$ cat config.mk
export PLATFORM = sky130hd
export DESIGN_NAME = rcvr_seq_fsm_flat
export DESIGN_NICKNAME = d
export VERILOG_FILES = /design/src/rtl/rcvr_pkg.sv /design/src/rtl/rcvr_seq_fsm_if.sv /design/src/rtl/rcvr_byte_ctr.sv /design/src/rtl/rcvr_seq_fsm.sv /design/src/flat_wrapper.sv
export SDC_FILE = /design/constraint.sdc
export NUM_CORES = 1
export LEC_CHECK = 0
export ABC_AREA = 1
export CORE_ASPECT_RATIO = 1.4
export CORE_UTILIZATION = 35
export DETAILED_ROUTE_END_ITERATION = 16
export DONT_BUFFER_PORTS = 1
export PLACE_DENSITY = 0.52
export SETUP_SLACK_MARGIN = 0.3
export SYNTH_ARGS = -nofsm -noshare
export SYNTH_HDL_FRONTEND = slang
export SYNTH_SLANG_ARGS = --single-unit
$ cat constraint.sdc
create_clock -name mem_clk -period 4.1 [get_ports mem_clk]
set_clock_uncertainty 0.2 [all_clocks]
set_input_delay 0.41 -clock mem_clk [delete_from_list [all_inputs] [get_ports mem_clk]]
set_output_delay 0.41 -clock mem_clk [all_outputs]
set_load 0.01 [all_outputs]
$ cat src/rtl/rcvr_pkg.sv
// -----------------------------------------------------------------------------
// rcvr_pkg
// Shared definitions for the RX_PATH receive sequencer (rcvr_seq_fsm).
//   - rcvr_state_e : sequencer states, 2-bit encoding
//   - RCVR_*       : default data width, bytes-per-beat and DLP timeout/retry
//   - beat_bytes() : bytes delivered by one rx beat for a given bus width/mode
// -----------------------------------------------------------------------------
package rcvr_pkg;

  typedef enum logic [1:0] {
    ST_IDLE    = 2'd0,
    ST_DUMMY   = 2'd1,
    ST_DLP     = 2'd2,
    ST_RD_DATA = 2'd3
  } rcvr_state_e;

  localparam int RCVR_DATA_W    = 8;
  localparam int RCVR_SDR_BPB   = RCVR_DATA_W / 8;
  localparam int RCVR_DDR_BPB   = (2 * RCVR_DATA_W) / 8;
  localparam int RCVR_DLP_TMO   = 64;
  localparam int RCVR_MAX_RETRY = 3;

  // DDR moves data on both clock edges, so one beat carries twice the bytes.
  function automatic int beat_bytes(input int data_w, input logic ddr);
    int bytes;
    if (ddr) begin
      bytes = (2 * data_w) / 8;
    end else begin
      bytes = data_w / 8;
    end
    return bytes;
  endfunction

endpackage

$ cat src/rtl/rcvr_seq_fsm_if.sv
// -----------------------------------------------------------------------------
// rcvr_seq_fsm_if
// Bundle between the instruction handler / rx blocks (master) and the receive
// sequencer (slave).
//   master drives : read_instrn, ddr_en, instrn_dlp_en, dummy_cycles, rd_len,
//                   dlp_read_stop, rx_beat_valid, csr_read_end
//   slave drives  : rxdata_blk_en, training_blk_en, rx_byte_cnt, rd_done,
//                   rd_abort, dlp_err, busy
// -----------------------------------------------------------------------------
interface rcvr_seq_fsm_if #(
  parameter int LEN_W   = 16,
  parameter int DUMMY_W = 5
);

  logic               read_instrn;
  logic               ddr_en;
  logic               instrn_dlp_en;
  logic [DUMMY_W-1:0] dummy_cycles;
  logic [LEN_W-1:0]   rd_len;
  logic               dlp_read_stop;
  logic               rx_beat_valid;
  logic               csr_read_end;

  logic               rxdata_blk_en;
  logic               training_blk_en;
  logic [LEN_W-1:0]   rx_byte_cnt;
  logic               rd_done;
  logic               rd_abort;
  logic               dlp_err;
  logic               busy;

  modport master (
    output read_instrn, ddr_en, instrn_dlp_en, dummy_cycles, rd_len,
           dlp_read_stop, rx_beat_valid, csr_read_end,
    input  rxdata_blk_en, training_blk_en, rx_byte_cnt, rd_done,
           rd_abort, dlp_err, busy
  );

  modport slave (
    input  read_instrn, ddr_en, instrn_dlp_en, dummy_cycles, rd_len,
           dlp_read_stop, rx_beat_valid, csr_read_end,
    output rxdata_blk_en, training_blk_en, rx_byte_cnt, rd_done,
           rd_abort, dlp_err, busy
  );

endinterface

$ cat src/rtl/rcvr_byte_ctr.sv
// -----------------------------------------------------------------------------
// rcvr_byte_ctr
// Saturating received-byte counter with last-beat detection.
//   mem_clk, reset : clock, synchronous active-high reset
//   clear          : zero the count (start of a read)
//   beat           : one qualified data beat this cycle
//   ddr            : selects DDR bytes-per-beat
//   len            : latched read length in bytes (saturation point)
//   cnt            : registered byte count
//   last           : this beat reaches len (combinational)
// -----------------------------------------------------------------------------
module rcvr_byte_ctr
  import rcvr_pkg::*;
#(
  parameter int LEN_W   = 16,
  parameter int SDR_BPB = RCVR_SDR_BPB,
  parameter int DDR_BPB = RCVR_DDR_BPB
) (
  input  logic             mem_clk,
  input  logic             reset,
  input  logic             clear,
  input  logic             beat,
  input  logic             ddr,
  input  logic [LEN_W-1:0] len,
  output logic [LEN_W-1:0] cnt,
  output logic             last
);

  localparam int CW = LEN_W + 1;
  localparam logic [LEN_W:0] SDR_INC = CW'(SDR_BPB);
  localparam logic [LEN_W:0] DDR_INC = CW'(DDR_BPB);

  logic [LEN_W-1:0] cnt_r;
  logic [LEN_W:0]   sum_s;

  // Count after one more beat; one bit wider so a near-full count cannot wrap.
  always_comb begin
    if (ddr) begin
      sum_s = {1'b0, cnt_r} + DDR_INC;
    end else begin
      sum_s = {1'b0, cnt_r} + SDR_INC;
    end
  end

  // A partial final DDR beat overshoots len and still counts as last.
  assign last = beat && (sum_s >= {1'b0, len});

  // Byte count register, clamped to len on the last beat.
  always_ff @(posedge mem_clk) begin
    if (reset) begin
      cnt_r <= '0;
    end else if (clear) begin
      cnt_r <= '0;
    end else if (last) begin
      cnt_r <= len;
    end else if (beat) begin
      cnt_r <= sum_s[LEN_W-1:0];
    end else begin
      cnt_r <= cnt_r;
    end
  end

  assign cnt = cnt_r;

endmodule

$ cat src/rtl/rcvr_seq_fsm.sv
// -----------------------------------------------------------------------------
// rcvr_seq_fsm
// Receive-path sequencer: IDLE -> [DUMMY] -> [DLP] -> RD_DATA -> IDLE.
// Enables the training monitor during DLP and the rxdata block during data
// capture, counts received bytes, and pulses rd_done / rd_abort / dlp_err.
//   mem_clk : clock
//   reset   : synchronous active-high reset
//   bus     : rcvr_seq_fsm_if slave modport (start/config, DLP stop, beats,
//             abort in; enables, byte count, status pulses, busy out)
// Build option RCVR_DLP_RETRY_EN: a DLP timeout retries training (1-cycle
// training gap) up to MAX_RETRY times before reporting dlp_err.
// -----------------------------------------------------------------------------
module rcvr_seq_fsm
  import rcvr_pkg::*;
#(
  parameter int DATA_W    = RCVR_DATA_W,
  parameter int LEN_W     = 16,
  parameter int DUMMY_W   = 5,
  parameter int DLP_TMO   = RCVR_DLP_TMO,
  parameter int MAX_RETRY = RCVR_MAX_RETRY
) (
  input logic           mem_clk,
  input logic           reset,
  rcvr_seq_fsm_if.slave bus
);

  localparam logic [1:0] S_IDLE    = ST_IDLE;
  localparam logic [1:0] S_DUMMY   = ST_DUMMY;
  localparam logic [1:0] S_DLP     = ST_DLP;
  localparam logic [1:0] S_RD_DATA = ST_RD_DATA;

  localparam int TMO_W   = (DLP_TMO > 2) ? $clog2(DLP_TMO) : 1;
  localparam int RETRY_W = (MAX_RETRY > 1) ? $clog2(MAX_RETRY + 1) : 1;
  localparam logic [TMO_W-1:0] TMO_LAST = TMO_W'(DLP_TMO - 1);

  logic [1:0]         state_r;
  logic               ddr_r;
  logic               dlp_en_r;
  logic [LEN_W-1:0]   len_r;
  logic [DUMMY_W-1:0] dummy_cnt_r;
  logic [TMO_W-1:0]   tmo_cnt_r;
  logic [RETRY_W-1:0] retry_cnt_r;
  logic               dlp_gap_r;
  logic               rx_en_r;
  logic               trn_en_r;
  logic               done_r;
  logic               abort_r;
  logic               err_r;
  logic               busy_r;

  logic [1:0]         state_nxt_s;
  logic [DUMMY_W-1:0] dummy_nxt_s;
  logic [TMO_W-1:0]   tmo_nxt_s;
  logic [RETRY_W-1:0] retry_nxt_s;
  logic               gap_nxt_s;
  logic               done_nxt_s;
  logic               abort_nxt_s;
  logic               err_nxt_s;
  logic               start_s;
  logic               retry_ok_s;
  logic               beat_s;
  logic               last_s;
  logic [LEN_W-1:0]   byte_cnt_s;

`ifdef RCVR_DLP_RETRY_EN
  assign retry_ok_s = (retry_cnt_r < RETRY_W'(MAX_RETRY));
`else
  assign retry_ok_s = 1'b0;
`endif

  // An abort in the same cycle discards the beat, so the count never moves
  // on an aborted cycle.
  assign beat_s = (state_r == S_RD_DATA) && bus.rx_beat_valid && !bus.csr_read_end;

  rcvr_byte_ctr #(
    .LEN_W   (LEN_W),
    .SDR_BPB (beat_bytes(DATA_W, 1'b0)),
    .DDR_BPB (beat_bytes(DATA_W, 1'b1))
  ) u_byte_ctr (
    .mem_clk (mem_clk),
    .reset   (reset),
    .clear   (start_s),
    .beat    (beat_s),
    .ddr     (ddr_r),
    .len     (len_r),
    .cnt     (byte_cnt_s),
    .last    (last_s)
  );

  // Next-state and next-output decode; abort outranks every other exit.
  always_comb begin
    state_nxt_s = state_r;
    dummy_nxt_s = dummy_cnt_r;
    tmo_nxt_s   = '0;
    retry_nxt_s = retry_cnt_r;
    gap_nxt_s   = 1'b0;
    done_nxt_s  = 1'b0;
    abort_nxt_s = 1'b0;
    err_nxt_s   = 1'b0;
    start_s     = 1'b0;
    case (state_r)
      S_IDLE: begin
        if (bus.read_instrn && !bus.csr_read_end) begin
          start_s     = 1'b1;
          dummy_nxt_s = bus.dummy_cycles;
          retry_nxt_s = '0;
          if (bus.rd_len == '0) begin
            done_nxt_s = 1'b1;
          end else if (bus.dummy_cycles != '0) begin
            state_nxt_s = S_DUMMY;
          end else if (bus.instrn_dlp_en) begin
            state_nxt_s = S_DLP;
          end else begin
            state_nxt_s = S_RD_DATA;
          end
        end else begin
          state_nxt_s = S_IDLE;
        end
      end
      S_DUMMY: begin
        if (bus.csr_read_end) begin
          state_nxt_s = S_IDLE;
          abort_nxt_s = 1'b1;
        end else if (dummy_cnt_r == DUMMY_W'(1)) begin
          state_nxt_s = dlp_en_r ? S_DLP : S_RD_DATA;
        end else begin
          dummy_nxt_s = dummy_cnt_r - DUMMY_W'(1);
        end
      end
      S_DLP: begin
        if (bus.csr_read_end) begin
          state_nxt_s = S_IDLE;
          abort_nxt_s = 1'b1;
        end else if (bus.dlp_read_stop) begin
          state_nxt_s = S_RD_DATA;
        end else if (tmo_cnt_r == TMO_LAST) begin
          if (retry_ok_s) begin
            // Stay in DLP with training dropped for one cycle, counter at 0.
            gap_nxt_s   = 1'b1;
            retry_nxt_s = retry_cnt_r + RETRY_W'(1);
          end else begin
            state_nxt_s = S_IDLE;
            err_nxt_s   = 1'b1;
          end
        end else if (dlp_gap_r) begin
          tmo_nxt_s = '0;
        end else begin
          tmo_nxt_s = tmo_cnt_r + TMO_W'(1);
        end
      end
      S_RD_DATA: begin
        if (bus.csr_read_end) begin
          state_nxt_s = S_IDLE;
          abort_nxt_s = 1'b1;
        end else if (last_s) begin
          state_nxt_s = S_IDLE;
          done_nxt_s  = 1'b1;
        end else begin
          state_nxt_s = S_RD_DATA;
        end
      end
      default: begin
        state_nxt_s = S_IDLE;
      end
    endcase
  end

  // State, counters and registered outputs (enables follow the next state).
  always_ff @(posedge mem_clk) begin
    if (reset) begin
      state_r     <= S_IDLE;
      dummy_cnt_r <= '0;
      tmo_cnt_r   <= '0;
      retry_cnt_r <= '0;
      dlp_gap_r   <= 1'b0;
      rx_en_r     <= 1'b0;
      trn_en_r    <= 1'b0;
      done_r      <= 1'b0;
      abort_r     <= 1'b0;
      err_r       <= 1'b0;
      busy_r      <= 1'b0;
    end else begin
      state_r     <= state_nxt_s;
      dummy_cnt_r <= dummy_nxt_s;
      tmo_cnt_r   <= tmo_nxt_s;
      retry_cnt_r <= retry_nxt_s;
      dlp_gap_r   <= gap_nxt_s;
      rx_en_r     <= (state_nxt_s == S_RD_DATA);
      trn_en_r    <= (state_nxt_s == S_DLP) && !gap_nxt_s;
      done_r      <= done_nxt_s;
      abort_r     <= abort_nxt_s;
      err_r       <= err_nxt_s;
      busy_r      <= (state_nxt_s != S_IDLE);
    end
  end

  // Read configuration captured at start and held for the whole read.
  always_ff @(posedge mem_clk) begin
    if (reset) begin
      ddr_r    <= 1'b0;
      dlp_en_r <= 1'b0;
      len_r    <= '0;
    end else if (start_s) begin
      ddr_r    <= bus.ddr_en;
      dlp_en_r <= bus.instrn_dlp_en;
      len_r    <= bus.rd_len;
    end else begin
      ddr_r    <= ddr_r;
      dlp_en_r <= dlp_en_r;
      len_r    <= len_r;
    end
  end

  assign bus.rxdata_blk_en   = rx_en_r;
  assign bus.training_blk_en = trn_en_r;
  assign bus.rx_byte_cnt     = byte_cnt_s;
  assign bus.rd_done         = done_r;
  assign bus.rd_abort        = abort_r;
  assign bus.dlp_err         = err_r;
  assign bus.busy            = busy_r;

endmodule
$ cat src/flat_wrapper.sv
// flat-port wrapper written by rule: the top's interface ports become plain ports
module rcvr_seq_fsm_flat import rcvr_pkg::*;
#(
  parameter int DATA_W    = RCVR_DATA_W,
  parameter int LEN_W     = 16,
  parameter int DUMMY_W   = 5,
  parameter int DLP_TMO   = RCVR_DLP_TMO,
  parameter int MAX_RETRY = RCVR_MAX_RETRY
)
  (mem_clk, reset, bus_read_instrn, bus_ddr_en, bus_instrn_dlp_en, bus_dummy_cycles, bus_rd_len, bus_dlp_read_stop, bus_rx_beat_valid, bus_csr_read_end, bus_rxdata_blk_en, bus_training_blk_en, bus_rx_byte_cnt, bus_rd_done, bus_rd_abort, bus_dlp_err, bus_busy);
  rcvr_seq_fsm_if #(.LEN_W(LEN_W), .DUMMY_W(DUMMY_W)) bus_i ();
  input logic mem_clk;
  input logic reset;
  input wire logic [$bits(bus_i.read_instrn)-1:0] bus_read_instrn;
  input wire logic [$bits(bus_i.ddr_en)-1:0] bus_ddr_en;
  input wire logic [$bits(bus_i.instrn_dlp_en)-1:0] bus_instrn_dlp_en;
  input wire logic [$bits(bus_i.dummy_cycles)-1:0] bus_dummy_cycles;
  input wire logic [$bits(bus_i.rd_len)-1:0] bus_rd_len;
  input wire logic [$bits(bus_i.dlp_read_stop)-1:0] bus_dlp_read_stop;
  input wire logic [$bits(bus_i.rx_beat_valid)-1:0] bus_rx_beat_valid;
  input wire logic [$bits(bus_i.csr_read_end)-1:0] bus_csr_read_end;
  output wire logic [$bits(bus_i.rxdata_blk_en)-1:0] bus_rxdata_blk_en;
  output wire logic [$bits(bus_i.training_blk_en)-1:0] bus_training_blk_en;
  output wire logic [$bits(bus_i.rx_byte_cnt)-1:0] bus_rx_byte_cnt;
  output wire logic [$bits(bus_i.rd_done)-1:0] bus_rd_done;
  output wire logic [$bits(bus_i.rd_abort)-1:0] bus_rd_abort;
  output wire logic [$bits(bus_i.dlp_err)-1:0] bus_dlp_err;
  output wire logic [$bits(bus_i.busy)-1:0] bus_busy;
  assign bus_i.read_instrn = bus_read_instrn;
  assign bus_i.ddr_en = bus_ddr_en;
  assign bus_i.instrn_dlp_en = bus_instrn_dlp_en;
  assign bus_i.dummy_cycles = bus_dummy_cycles;
  assign bus_i.rd_len = bus_rd_len;
  assign bus_i.dlp_read_stop = bus_dlp_read_stop;
  assign bus_i.rx_beat_valid = bus_rx_beat_valid;
  assign bus_i.csr_read_end = bus_csr_read_end;
  assign bus_rxdata_blk_en = bus_i.rxdata_blk_en;
  assign bus_training_blk_en = bus_i.training_blk_en;
  assign bus_rx_byte_cnt = bus_i.rx_byte_cnt;
  assign bus_rd_done = bus_i.rd_done;
  assign bus_rd_abort = bus_i.rd_abort;
  assign bus_dlp_err = bus_i.dlp_err;
  assign bus_busy = bus_i.busy;
  rcvr_seq_fsm #(.DATA_W(DATA_W), .LEN_W(LEN_W), .DUMMY_W(DUMMY_W), .DLP_TMO(DLP_TMO), .MAX_RETRY(MAX_RETRY)) u_core (.mem_clk(mem_clk), .reset(reset), .bus(bus_i));
endmodule
* Word-level counts from Yosys, hierarchy flattened
Index checks and enable logic that the tools add are counted.
W data, S select, Z words.
** Storage, ports and cells
- Bits in registers :: 53
- Latch bits :: 0
- RAM bits :: 0
- Bits in read-only memories :: 0
- Bits of input ports :: 29
- Output and inout bits :: 22
- Word-level logic and storage cells :: 76
- Memories :: 0
** Cells by class
- Add/subtract/negate cells :: 4
- $mul :: 0
- Div/mod/pow operators :: 0
- $lt $le $gt $ge :: 1
- Equal/unequal tests :: 10
- Shift operators :: 0
- Muxes and demuxes :: 29
- Bitwise operators :: 2
- Reductions and logical operators :: 17
** Operator list (count)
- $mux W16 :: 2
- $mux W2 :: 10
- $add A16 B1 Y17 const B :: 1
- $add A16 B2 Y17 const B :: 1
- $ge A17 B16 Y1 :: 1
- $mux W17 :: 1
- $logic_not A16 Y1 :: 1
- $mux W5 :: 3
- $mux W1 :: 10
- $pmux W5 S2 :: 1
- $eq A2 B2 Y1 const B :: 4
- $pmux W2 S4 :: 1
- $add A6 B1 Y6 const B :: 1
- $eq A6 B6 Y1 const B :: 1
- $reduce_bool A2 Y1 :: 3
- $eq A5 B1 Y1 const B :: 1
- $reduce_bool A5 Y1 :: 1
- $reduce_or A5 Y1 :: 1
- $sub A5 B1 Y5 const B :: 1
- $logic_and A1 B1 Y1 :: 4
- $ne A2 B2 Y1 const B :: 2
- $reduce_and A4 Y1 :: 1
- $reduce_or A2 Y1 :: 2
- $reduce_or A4 Y1 :: 1
- 7 further kinds :: 8

* Depth between registers and ports, before layout
Gate-level depths: netlist of the first run.
- Depth in word-level cells :: 8
- Depth in mapped cells :: 22
- Depth with buffers taken out :: 22

* Hierarchy
Synthesis of the first run repeated with hierarchy kept, for this count alone.
** Unflattened totals
- Cells, all modules :: 509
- Area, all modules :: 3430.8 µm²
** Modules (own cells, without submodules)
- rcvr_seq_fsm :: times used 1, cells each 236, area each 1745.4 µm², sequential area each 740.7 µm²
- rcvr_byte_ctr :: times used 1, cells each 273, area each 1685.4 µm², sequential area each 320.3 µm²

* Worst setup path before layout of the first run
Ideal clock, no wire load.
- Kind :: flip-flop to flip-flop
- Start :: reg u_core.u_byte_ctr.cnt_r[1] (netlist: u_core.u_byte_ctr.cnt[1])
- End :: reg u_core.u_byte_ctr.cnt_r[1] (netlist: u_core.u_byte_ctr.cnt[1])
- Setup time :: 0.109 ns
- Data arrival time :: 2.570 ns
- Data required time :: 3.791 ns
- Setup slack :: 1.221 ns
- Stages on the path, launching flop included :: 19
- Buffers on the path :: 2
- Path through :: dfxtp_1 > ha_1 > o21ai_0 > nor2_1 > inv_1 > nor2_1 > xor2_1 > ha_1 > and3_1 > nand4_1 > nand2_1 > inv_1 > nand3_2 > buf_6 > buf_12 > a21oi_1 > o21ai_1 > nand2_1 > inv_1
** Between the ends
- Longest elaborated chain between the ends :: 5
** RTL lines
- start, declared :: line rcvr_byte_ctr.sv:33 : logic [LEN_W-1:0] cnt_r;
- start signal, assigned :: line rcvr_byte_ctr.sv:55 : cnt_r <= len;
- start signal, assigned :: line rcvr_byte_ctr.sv:57 : cnt_r <= sum_s[LEN_W-1:0];
- start signal, assigned :: line rcvr_byte_ctr.sv:59 : cnt_r <= cnt_r;
- $add A16 B1 Y17 / $add A16 B2 Y17 (equally long branches) :: line rcvr_byte_ctr.sv:41, rcvr_byte_ctr.sv:39
- $mux W17 * :: line rcvr_byte_ctr.sv:38 : if (ddr) begin
- $ge A17 B16 Y1 :: line rcvr_byte_ctr.sv:46 : assign last = beat && (sum_s >= {1'b0, len});
- $logic_and A1 B1 Y1 :: line rcvr_byte_ctr.sv:46
- $mux W16 / $reduce_bool A2 Y1 (equally long branches)
Mark *: on every way between the ends. The rest lies on a longest branch, timed or not. The select of a mux whose other input is x is not followed.
A chain may end at the register's enable or synchronous reset.

* Worst setup path in the final report of the first run
- Start :: reg u_core.u_byte_ctr.cnt_r[1] (netlist: u_core.u_byte_ctr.cnt[1])
- End :: reg u_core.rx_en_r (netlist: u_core.bus.rxdata_blk_en)
** Between the ends
- Longest elaborated chain between the ends :: 8
** RTL lines
- $add A16 B1 Y17 / $add A16 B2 Y17 (equally long branches) :: line rcvr_byte_ctr.sv:41, rcvr_byte_ctr.sv:39
- $mux W17 * :: line rcvr_byte_ctr.sv:38
- $ge A17 B16 Y1 * :: line rcvr_byte_ctr.sv:46
- $logic_and A1 B1 Y1 * :: line rcvr_byte_ctr.sv:46
- $mux W2 * :: line rcvr_seq_fsm.sv:155 : end else if (last_s) begin
- $mux W2 * :: line rcvr_seq_fsm.sv:152 : if (bus.csr_read_end) begin
- $pmux W2 S4 * :: line rcvr_seq_fsm.sv:101 : case (state_r)
- $eq A2 B2 Y1 * :: line rcvr_seq_fsm.sv:188 : rx_en_r <= (state_nxt_s == S_RD_DATA);
- end signal, assigned :: line rcvr_seq_fsm.sv:188
- end, declared :: line rcvr_seq_fsm.sv:44 : logic rx_en_r;
Mark *: on every way between the ends. The rest lies on a longest branch, timed or not.

==> results of run 1 <==
layout by cell type (no fill, tap or decap), types with 2 or more instances in the layout:
cell	count
ha_1	26
a21oi_1	64
nand3_1	6
o21ai_0	39
and2_1	2
xor2_1	13
o211ai_1	2
nand2_2	3
dfxtp_1	53
nand3b_1	2
o21a_1	2
xnor2_1	5
a31oi_1	2
nor4_1	6
nand4_1	6
o2111ai_1	2
clkbuf_16	5
nor2_1	27
nand3_2	2
inv_1	55
nor3_1	5
nand2_1	77
buf_4	4
a211oi_1	4
worst register-to-register path: stages (launching register included):
cell and delay (ns):
dfxtp_1 0.47, ha_1 0.19, o21ai_0 0.16, nor2_1 0.34
inv_1 0.11, nor2_1 0.14, xor2_1 0.23, ha_1 0.28
and3_1 0.20, nand4_1 0.09, nand2_1 0.05, inv_1 0.06
nand3_2 0.18, nand2_2 0.15, nand2_1 0.08, nand2_1 0.07
nand2_1 0.04, nand2_1 0.08, nand2_1 0.08, nor2_1 0.16
registers in the layout, summed over array words and instances, names as in the netlist:
register / flops
u_core.bus.dlp_err: 1
u_core.bus.busy: 1
u_core.ddr_r: 1
u_core.bus.rxdata_blk_en: 1
u_core.state_r: 2
u_core.dlp_en_r: 1
u_core.len_r: 16
u_core.dummy_cnt_r: 5
u_core.bus.rd_abort: 1
u_core.bus.rd_done: 1
u_core.u_byte_ctr.cnt: 16
u_core.bus.training_blk_en: 1
u_core.tmo_cnt_r: 6
kinds of logic (layout without fill, tap and decap cells):
logic type	Yosys count	count (layout)	synth area share
compound gates	119	119	0.206
simple gates	142	142	0.204
buf+inv	70	69	0.0951
fa+ha+maj	26	26	0.104
xor+xnor	18	18	0.0506
flops	53	53	0.340
power groups by stage:
stage	clock, mW	sequential [mW]	combinational [mW]
after detailed placement	0	0.552	0.113
after floorplan	0	0.550	0.0968
after CTS	0.453	0.540	0.115
final	0.431	0.540	0.114
after global routing	0.467	0.542	0.133
after global placement	0	0.552	0.113
worst max-delay path by stage:
stage	startpoint	endpoint	slack (ns)	cells past startpoint
2_1_floorplan	u_core.u_byte_ctr.cnt[1]$_SDFFE_PP0P_	u_core.u_byte_ctr.cnt[1]$_SDFFE_PP0P_	1.22	18
3_3_place_gp	u_core.u_byte_ctr.cnt[2]$_SDFFE_PP0P_	u_core.bus.training_blk_en$_SDFF_PP0_	0.71	19
3_5_place_dp	u_core.u_byte_ctr.cnt[2]$_SDFFE_PP0P_	u_core.bus.rxdata_blk_en$_SDFF_PP0_	0.68	19
4_1_cts	u_core.u_byte_ctr.cnt[2]$_SDFFE_PP0P_	u_core.bus.rxdata_blk_en$_SDFF_PP0_	0.65	19
5_1_grt	u_core.u_byte_ctr.cnt[2]$_SDFFE_PP0P_	u_core.bus.training_blk_en$_SDFF_PP0_	0.31	19
6_report	u_core.u_byte_ctr.cnt[1]$_SDFFE_PP0P_	u_core.bus.rxdata_blk_en$_SDFF_PP0_	0.67	19
metal layers:
metal  up-vias  share of wire  track usage
li1       1424              -            -
met1      1236           0.42        0.188
met2        69           0.49        0.309
met3        13          0.071       0.0560
met4         0          0.023       0.0784
met5         -              0            0
stage by stage:
step / total power [mW] / cells
after floorplan: 0.647 / 428
after global placement: 0.665 / 523
after detailed placement: 0.666 / 523
after CTS: 1.11 / 532
after global routing: 1.14 / 532
final: 1.09 / 532
final cells by class:
cell class	count	share of cell area
clock buffer	5	0.0373
inverter	56	0.0627
sequential	53	0.317
timing repair buffer	5	0.0119
tap	105	0.0392
multi-input combinational	305	0.525
clock inverter	3	0.00747
repair_timing:
action / in CTS / in global routing
endpoints found under the hold margin: 4 / 0
hold buffers: 1 / 0
endpoints found under the setup margin: 0 / 0
==> flow_summary.toml, run 1 <==
[yosys]
yosysSeqAreaShare = 0.340
yosysTopAreaCellShare = 0.340
async_flop_share = 0
syn_nets = 483
ys_warn_count = 0
synth_area_per_cell_um2 = 7.28
yosysTopAreaCell = "dfxtp_1"
synth_area_leaders = "dfxtp_1 (34%), ha_1 (10%), a21oi_1 (10%)"
synth.most_common_cell = "nand2_1"
syn_inst = 428
ys_top_cells_by_count = "nand2_1 (77), a21oi_1 (64), inv_1 (55), dfxtp_1 (53), o21ai_0 (39)"
synth-edff-count = 0
synth_cell_types = 38
syn_area_um2 = 3120
synth_seq_cells = 53
synthFlopType = "dfxtp_1"

[route]
via_per_inst = 5.15
final_antenna_net_count = 0
drc = 0
wl_per_cell_um = 14.3
dr.pass1.iters = 4
totalWireLength_um = 7580
drt_iter0_drc = 144
vias = 2742

[sta]
rsz0062_at_grt = "false"
layout_setup_ws_ns = 0.672
min_period_ns = 3.43
setup_viol = 0
timing.setup.tns_ns = 0
hold_ws_ns = 0.0912
worstMarginPinSlew_ns = 0.595
fmax_ghz = 0.292
period_share = 0.836
hold_viol_final = 0
slew_headroom = 0.603
report.final.slew_viol_count = 0

[clocking]
path_clk_slew_ns = 0.08
cts_resized = 0
clkLatencyLatePin_ns = 0.30
cts_tree = "built"
cts.sinks = 53
cts_buffers = 5
h-tree-depth = 2
clock_path_buffers = 2
cts_root_buf = "clkbuf_16"
post-cts-setup-buffers = 0

[floorplan]
placementRows = 40
dieArea_um2 = 9290
coreArea_um2 = 8610
io-pin-count = 51
start_util = 0.362
die_w_um = 81.8
die_y_um = 114

[pwr]
ir_drop_uv = 175
p_comb_frac = 0.105
p_seq_frac = 0.498
leakage_nw = 1.45
sw_frac_of_total = 0.263
p_int_mw = 0.800
switchingPower_mw = 0.285
clockPowerShare = 0.397
power.density_nw_per_um2 = 324

[worst_hold_path]
hold_start = "bus_dummy_cycles[0]"
hold_depth = 2
hp-class = "in -> reg"
worstHoldEndpoint = "u_core.dummy_cnt_r[0]$_SDFFE_PP0P_"

[global_routing]
track_usage = 0.176
grt_pass1_wl_um = 12600
antenna_found_initial = 0
overflow = 0
grt_pass1_vias = 2808
grt_max_degree = 39

[finish]
regArea_um2 = 1060
nNetsFinal = 481
final_util = 0.389
fillCellCount = 951
multi_input_area_um2 = 1760
diodes = 0
syn_to_final_growth_pct = 7.55
fin_area_um2 = 3350
drive_above_1_share = 0.0515

[placed_design]
io_buffers = 0
post-place-ws_ns = 0.679
dp_hpwl_um = 5900
place_area_um2 = 3190
place.gp.congestion = 0.857

[worst_setup_path]
ff2ff_setup_slack_ns = 0.67
cpLargestDelayFamily = "simple AND/OR/NAND/NOR gates"
timing.rr.start = "u_core.u_byte_ctr.cnt[1]$_SDFFE_PP0P_"
crit_chain = "ha_1 -> o21ai_0 -> nor2_1 -> inv_1 -> nor2_1 -> xor2_1 -> ha_1 -> and3_1 -> nand4_1 -> nand2_1 -> inv_1 -> nand3_2 -> nand2_2 -> nand2_1 -> nand2_1 -> nand2_1 -> nand2_1 -> nand2_1 -> nor2_1"
r2r-end = "u_core.bus.rxdata_blk_en$_SDFF_PP0_"
cp.required_ns = 4.12
crit_path_max_incr_delay_ns = 0.47
crit_arrival_ns = 3.45
startpoint_type = "flop"
critPathBufInv = 2
slowest_stage = "dfxtp_1"
setup.worst_path.class = "reg -> reg"
path_max_fanout = 9
ff2ff_path_depth = 19
crit_top_cell = "nand2_1"
cp-end-kind = "flop"

[outcome]
outcome = "complete, no violations"

[flow_run]
max_cap_viol_count = 0
Power figures use the tool's default switching activity.
==> run 2: changes to the inputs <==
Settings changed: ABC_AREA 1 to 0.
Clock period 4.1 ns to 3.4 ns, I/O delays scaled along.
==> run 2 against run 1 <==
The flow now finishes with violations (setup timing). Combinational power increased by 140%. Design area increased by 26%. Sequential cell count unchanged. Non-clock buffer count increased by 70. Critical path depth decreased by 7. Largest cell class unchanged. Largest power group unchanged.
==> flow_summary.toml, run 2 <==
[yosys]
syn_area_um2 = 3240
ys_warn_count = 0
synth-edff-count = 0
synth_xor_area_frac = 0.0514
synth_seq_cells = 53
synth-adder-area-share = 0.100
synthFlopType = "dfxtp_1"
async_flop_share = 0
syn_inst = 419
syn_nets = 474
synth.most_common_cell = "nand2_1"
synth_top_family_by_area = "simple AND/OR/NAND/NOR gates"
synth_area_leaders = "dfxtp_1 (33%), ha_1 (10%), nand2_1 (6.4%)"
yosysTopAreaCellShare = 0.328
synth_area_per_cell_um2 = 7.73
synth_cell_types = 50
synth.mux.area_fraction = 0.0232
yosysSeqAreaShare = 0.328
ys_top_cells_by_count = "nand2_1 (55), dfxtp_1 (53), nand3_1 (41), a21oi_1 (36), nor2_1 (27)"
yosysTopAreaCell = "dfxtp_1"
yosys.area_share.simple = 0.291
synth_compound_area_frac = 0.147

[pwr]
leakage_nw = 1.69
power.density_nw_per_um2 = 344
ir_drop_uv = 302

[finish]
final-instance-count-excl-fill = 586
diodes = 0
drive_above_1_share = 0.194
final_common_cell = "nand2_1"
nNetsFinal = 533
fillCellCount = 873
final_util = 0.470
syn_to_final_growth_pct = 30.3
layout_common_cells = "nand2_1 (55), dfxtp_1 (51), buf_4 (48)"

[route]
wl_per_cell_um = 16.8
final_antenna_net_count = 0
dr.pass1.iters = 4
drc = 0
via_per_inst = 5.47
route.met2.wl_um = 5250
met3_length_um = 426
top_layer = "met4"
totalWireLength_um = 9850
drt_iter0_drc = 122
vias = 3207
wl_met1_um = 3900

[worst_setup_path]
path_max_fanout = 5
setup.worst_path.class = "reg -> reg"
crit_top_cell = "and3_4"
cp-end-kind = "flop"
cpLargestDelayFamily = "simple AND/OR/NAND/NOR gates"
timing.rr.start = "u_core.u_byte_ctr.cnt[1]$_SDFFE_PP0P_"
cp.required_ns = 3.39
startpoint_type = "flop"
ff2ff_path_depth = 12
crit_arrival_ns = 3.58
r2r-end = "u_core.bus.training_blk_en$_SDFF_PP0_"
ff2ff_setup_slack_ns = -0.19
crit_chain = "ha_4 -> mux2_4 -> and3_4 -> and3_4 -> xor2_1 -> ha_1 -> nand4_1 -> a21oi_1 -> o41a_1 -> or3_4 -> a2111o_1 -> and3_1"
crit_path_max_incr_delay_ns = 0.44
slowest_stage = "a2111o_1"
critPathBufInv = 0

[global_routing]
grt_max_degree = 35
grt_pass1_wl_um = 15700
overflow = 0
grt_pass1_vias = 3236
antenna_found_initial = 0
track_usage = 0.206

[placed_design]
io_buffers = 0
place_inst = 549
dp_hpwl_um = 6970
place.gp.congestion = 0.847

[floorplan]
die_y_um = 116
coreArea_um2 = 8980
placementRows = 41
io-pin-count = 51
dieArea_um2 = 9650
die_w_um = 83.3
start_util = 0.361

[clocking]
clkLatencyLatePin_ns = 0.30
cts_tree = "built"
cts.sinks = 53
cts_buffers = 5
clock_path_buffers = 2
h-tree-depth = 2
path_clk_slew_ns = 0.07
cts_root_buf = "clkbuf_16"

[worst_hold_path]
hold_start = "reset"
hold_depth = 2
hp-class = "in -> reg"
worstHoldEndpoint = "u_core.bus.training_blk_en$_SDFF_PP0_"

[sta]
min_period_ns = 3.59
setup_viol = 22
worstMarginPinSlew_ns = 1.13
rsz0062_at_grt = "true"
period_share = 1.06
slew_headroom = 0.246
hold_viol_final = 0
layout_setup_ws_ns = -0.188
report.final.slew_viol_count = 0
fmax_ghz = 0.279

[flow_run]
max_cap_viol_count = 0

[outcome]
violations = "setup timing"
outcome = "finished, violations left"
run 2: worst max-delay path by stage:
stage / from / endpoint / depth (start not counted)
2_1_floorplan: u_core.u_byte_ctr.cnt[0]$_SDFFE_PP0P_ / u_core.bus.training_blk_en$_SDFF_PP0_ / 14
3_3_place_gp: u_core.u_byte_ctr.cnt[1]$_SDFFE_PP0P_ / u_core.bus.training_blk_en$_SDFF_PP0_ / 14
3_5_place_dp: u_core.u_byte_ctr.cnt[1]$_SDFFE_PP0P_ / u_core.bus.training_blk_en$_SDFF_PP0_ / 14
4_1_cts: u_core.u_byte_ctr.cnt[1]$_SDFFE_PP0P_ / u_core.bus.training_blk_en$_SDFF_PP0_ / 13
5_1_grt: u_core.u_byte_ctr.cnt[1]$_SDFFE_PP0P_ / u_core.bus.rxdata_blk_en$_SDFF_PP0_ / 12
6_report: u_core.u_byte_ctr.cnt[1]$_SDFFE_PP0P_ / u_core.bus.training_blk_en$_SDFF_PP0_ / 12
run 2: what timing repair did:
| item | 4_1_cts | 5_1_grt |
|---|---|---|
| resized for setup | 6 | 17 |
| buffers inserted | 6 | 2 |
| setup endpoints to repair | 22 | 22 |
| pin swaps | 3 | 17 |
| cloned | 0 | 1 |
| hold endpoints to repair | 29 | 0 |
| hold buffers | 20 | 0 |
run 2: power by group:
part	switching, mW	total [mW]	internal, mW
Combinational	0.140	0.278	0.138
Clock	0.249	0.524	0.276
Sequential	0.0143	0.648	0.634
run 2: logic make-up after synthesis:
kind of cell / Yosys count
DFF: 53
xor gates and xnor gates: 19
adders and majority gates: 26
muxes: 7
and+or+nand+nor: 189
buffers and inverters: 49
AOI/OAI and AO/OA: 76
run 2: metrics by stage:
stage	cell area, µm²	setup slack (ns)	hold slack [ns]	power [mW]	TNS (ns)
3_3_place_gp	3680	-0.179	0.212	0.847	-0.653
6_report	4220	-0.188	0.0583	1.45	-1.30
3_5_place_dp	3680	-0.188	0.213	0.847	-0.693
2_1_floorplan	3290	-0.220	0.218	0.788	-0.740
4_1_cts	4100	-0.147	0.0462	1.41	-0.542
5_1_grt	4220	-0.342	0.0510	1.51	-4.52
run 2: cell type report:
type	instances	area (µm²)	area share
clock inverter	3	20.0	0.00474
multi-input combinational	317	2100	0.498
inverter	26	97.6	0.0231
clock buffer	5	125	0.0297
timing repair buffer	75	674	0.160
sequential	53	1070	0.253
tap	107	134	0.0317
run 2: routing by layer:
layer	up-vias	track usage
li1	1619	-
met1	1497	0.219
met2	73	0.398
met3	18	0.0399
met4	0	0.0805
met5	-	0
==> run 3: changes to the inputs <==
Settings changed: MAX_ROUTING_LAYER set to met4.
==> run 3 against run 2 <==
The run still ends with setup timing left. Register-to-register slack about the same. First-iteration DRC count down 9.0%. Count of clock-buffer cells in the layout did not move. Fmax is essentially flat. Hold slack barely moved. Combinational power about the same. Utilization unchanged. Sequential cell count stayed put. Design area unchanged. Highest routed layer unchanged.
==> flow_summary.toml, run 3 (synthesis results as in run 2) <==
[worst_hold_path]
hold_depth = 2
hp-class = "in -> reg"
worstHoldEndpoint = "u_core.bus.training_blk_en$_SDFF_PP0_"
hold_start = "reset"

[global_routing]
overflow = 0
grt_max_degree = 35
grt_pass1_vias = 3236
antenna_found_initial = 0
grt_pass1_wl_um = 15700
track_usage = 0.212

[floorplan]
die_y_um = 116
io-pin-count = 51
start_util = 0.361
coreArea_um2 = 8980
placementRows = 41
dieArea_um2 = 9650
die_w_um = 83.3

[sta]
fmax_ghz = 0.279
slew_headroom = 0.245
period_share = 1.06
hold_viol_final = 0
worstMarginPinSlew_ns = 1.13
rsz0062_at_grt = "true"
min_period_ns = 3.59
layout_setup_ws_ns = -0.188
report.final.slew_viol_count = 0
hold_ws_ns = 0.0580
setup_viol = 22
timing.setup.tns_ns = -1.34

[worst_setup_path]
r2r-end = "u_core.bus.training_blk_en$_SDFF_PP0_"
timing.rr.start = "u_core.u_byte_ctr.cnt[1]$_SDFFE_PP0P_"
cp.required_ns = 3.39
startpoint_type = "flop"
path_max_fanout = 5
cp-end-kind = "flop"
setup.worst_path.class = "reg -> reg"
ff2ff_path_depth = 12
crit_arrival_ns = 3.58
ff2ff_setup_slack_ns = -0.19

[clocking]
path_clk_slew_ns = 0.07
h-tree-depth = 2
cts_tree = "built"
cts.sinks = 53
clkLatencyLatePin_ns = 0.30
cts_root_buf = "clkbuf_16"
clock_path_buffers = 2
cts_buffers = 5

[pwr]
power.density_nw_per_um2 = 343
leakage_nw = 1.69
ir_drop_uv = 302

[finish]
drive_above_1_share = 0.194
diodes = 0
syn_to_final_growth_pct = 30.3
final_common_cell = "nand2_1"
nNetsFinal = 533
fin_area_um2 = 4220
layout_common_cells = "nand2_1 (55), dfxtp_1 (51), buf_4 (48)"
final_util = 0.470

[route]
via_per_inst = 5.50
totalWireLength_um = 9860
dr.pass1.iters = 6
drt_iter0_drc = 111
drc = 0
vias = 3221
wl_per_cell_um = 16.8
final_antenna_net_count = 0

[placed_design]
dp_hpwl_um = 6970
io_buffers = 0
place.gp.congestion = 0.860
place_area_um2 = 3680
post-place-ws_ns = -0.188

[outcome]
outcome = "finished, violations left"
violations = "setup timing"

[flow_run]
max_cap_viol_count = 0
-- run 3: cell counts in the layout (fill, tap and decap cells not counted) --
Identical to the previous run, type by type.
-- run 3: worst max path at each step --
stage / end / startpoint / cells after the start
floorplan: u_core.bus.training_blk_en$_SDFF_PP0_ / u_core.u_byte_ctr.cnt[0]$_SDFFE_PP0P_ / 14
global placement: u_core.bus.training_blk_en$_SDFF_PP0_ / u_core.u_byte_ctr.cnt[1]$_SDFFE_PP0P_ / 14
detailed placement: u_core.bus.training_blk_en$_SDFF_PP0_ / u_core.u_byte_ctr.cnt[1]$_SDFFE_PP0P_ / 14
global route: u_core.bus.rxdata_blk_en$_SDFF_PP0_ / u_core.u_byte_ctr.cnt[1]$_SDFFE_PP0P_ / 12
finish: u_core.bus.training_blk_en$_SDFF_PP0_ / u_core.u_byte_ctr.cnt[1]$_SDFFE_PP0P_ / 12
CTS: u_core.bus.training_blk_en$_SDFF_PP0_ / u_core.u_byte_ctr.cnt[1]$_SDFFE_PP0P_ / 13
-- run 3: final cells by class --
type	instances	area [µm²]
Clock buffer	5	125
Clock inverter	3	20.0
Fill cell	873	4760
Timing Repair Buffer	75	674
Tap cell	107	134
Multi-Input combinational cell	317	2100
Inverter	26	97.6
Sequential cell	53	1070
-- run 3: power breakdown --
part,switching [mW],internal (mW),total (mW),leakage [nW]
Combinational,0.141,0.138,0.279,1.18
Sequential,0.0144,0.634,0.648,0.431
Clock,0.246,0.276,0.521,0.0745
-- run 3: timing repair --
| action | CTS | global route |
|---|---|---|
| hold endpoints to repair | 29 | 0 |
| resized for setup | 6 | 17 |
| pin swaps | 3 | 17 |
| cloned | 0 | 1 |
| buffers inserted | 6 | 2 |
| hold buffers | 20 | 0 |
| setup endpoints to repair | 22 | 22 |
-- run 3: routing by layer --
metal / wire length [µm] / global-route usage / part of all wire / up-vias
li1: - / - / - / 1618
met5: 0 / - / 0 / -
met1: 3970 / 0.219 / 0.40 / 1511
met3: 383 / 0.0377 / 0.039 / 17
met2: 5230 / 0.400 / 0.53 / 75
met4: 277 / 0.0805 / 0.028 / 0
-- run 3: metrics by stage --
step / total power, mW / std cells
floorplan: 0.788 / 419
global placement: 0.847 / 549
detailed placement: 0.847 / 549
CTS: 1.41 / 583
global route: 1.51 / 586
finish: 1.45 / 586
-- run 3: critical path: stages (launching register included) --
cell and delay (ns):
dfxtp_4 0.37, ha_4 0.16, mux2_4 0.28, and3_4 0.19, and3_4 0.19, xor2_1 0.14, ha_1 0.30, nand4_1 0.14
a21oi_1 0.06, o41a_1 0.43, or3_4 0.39, a2111o_1 0.44, and3_1 0.20
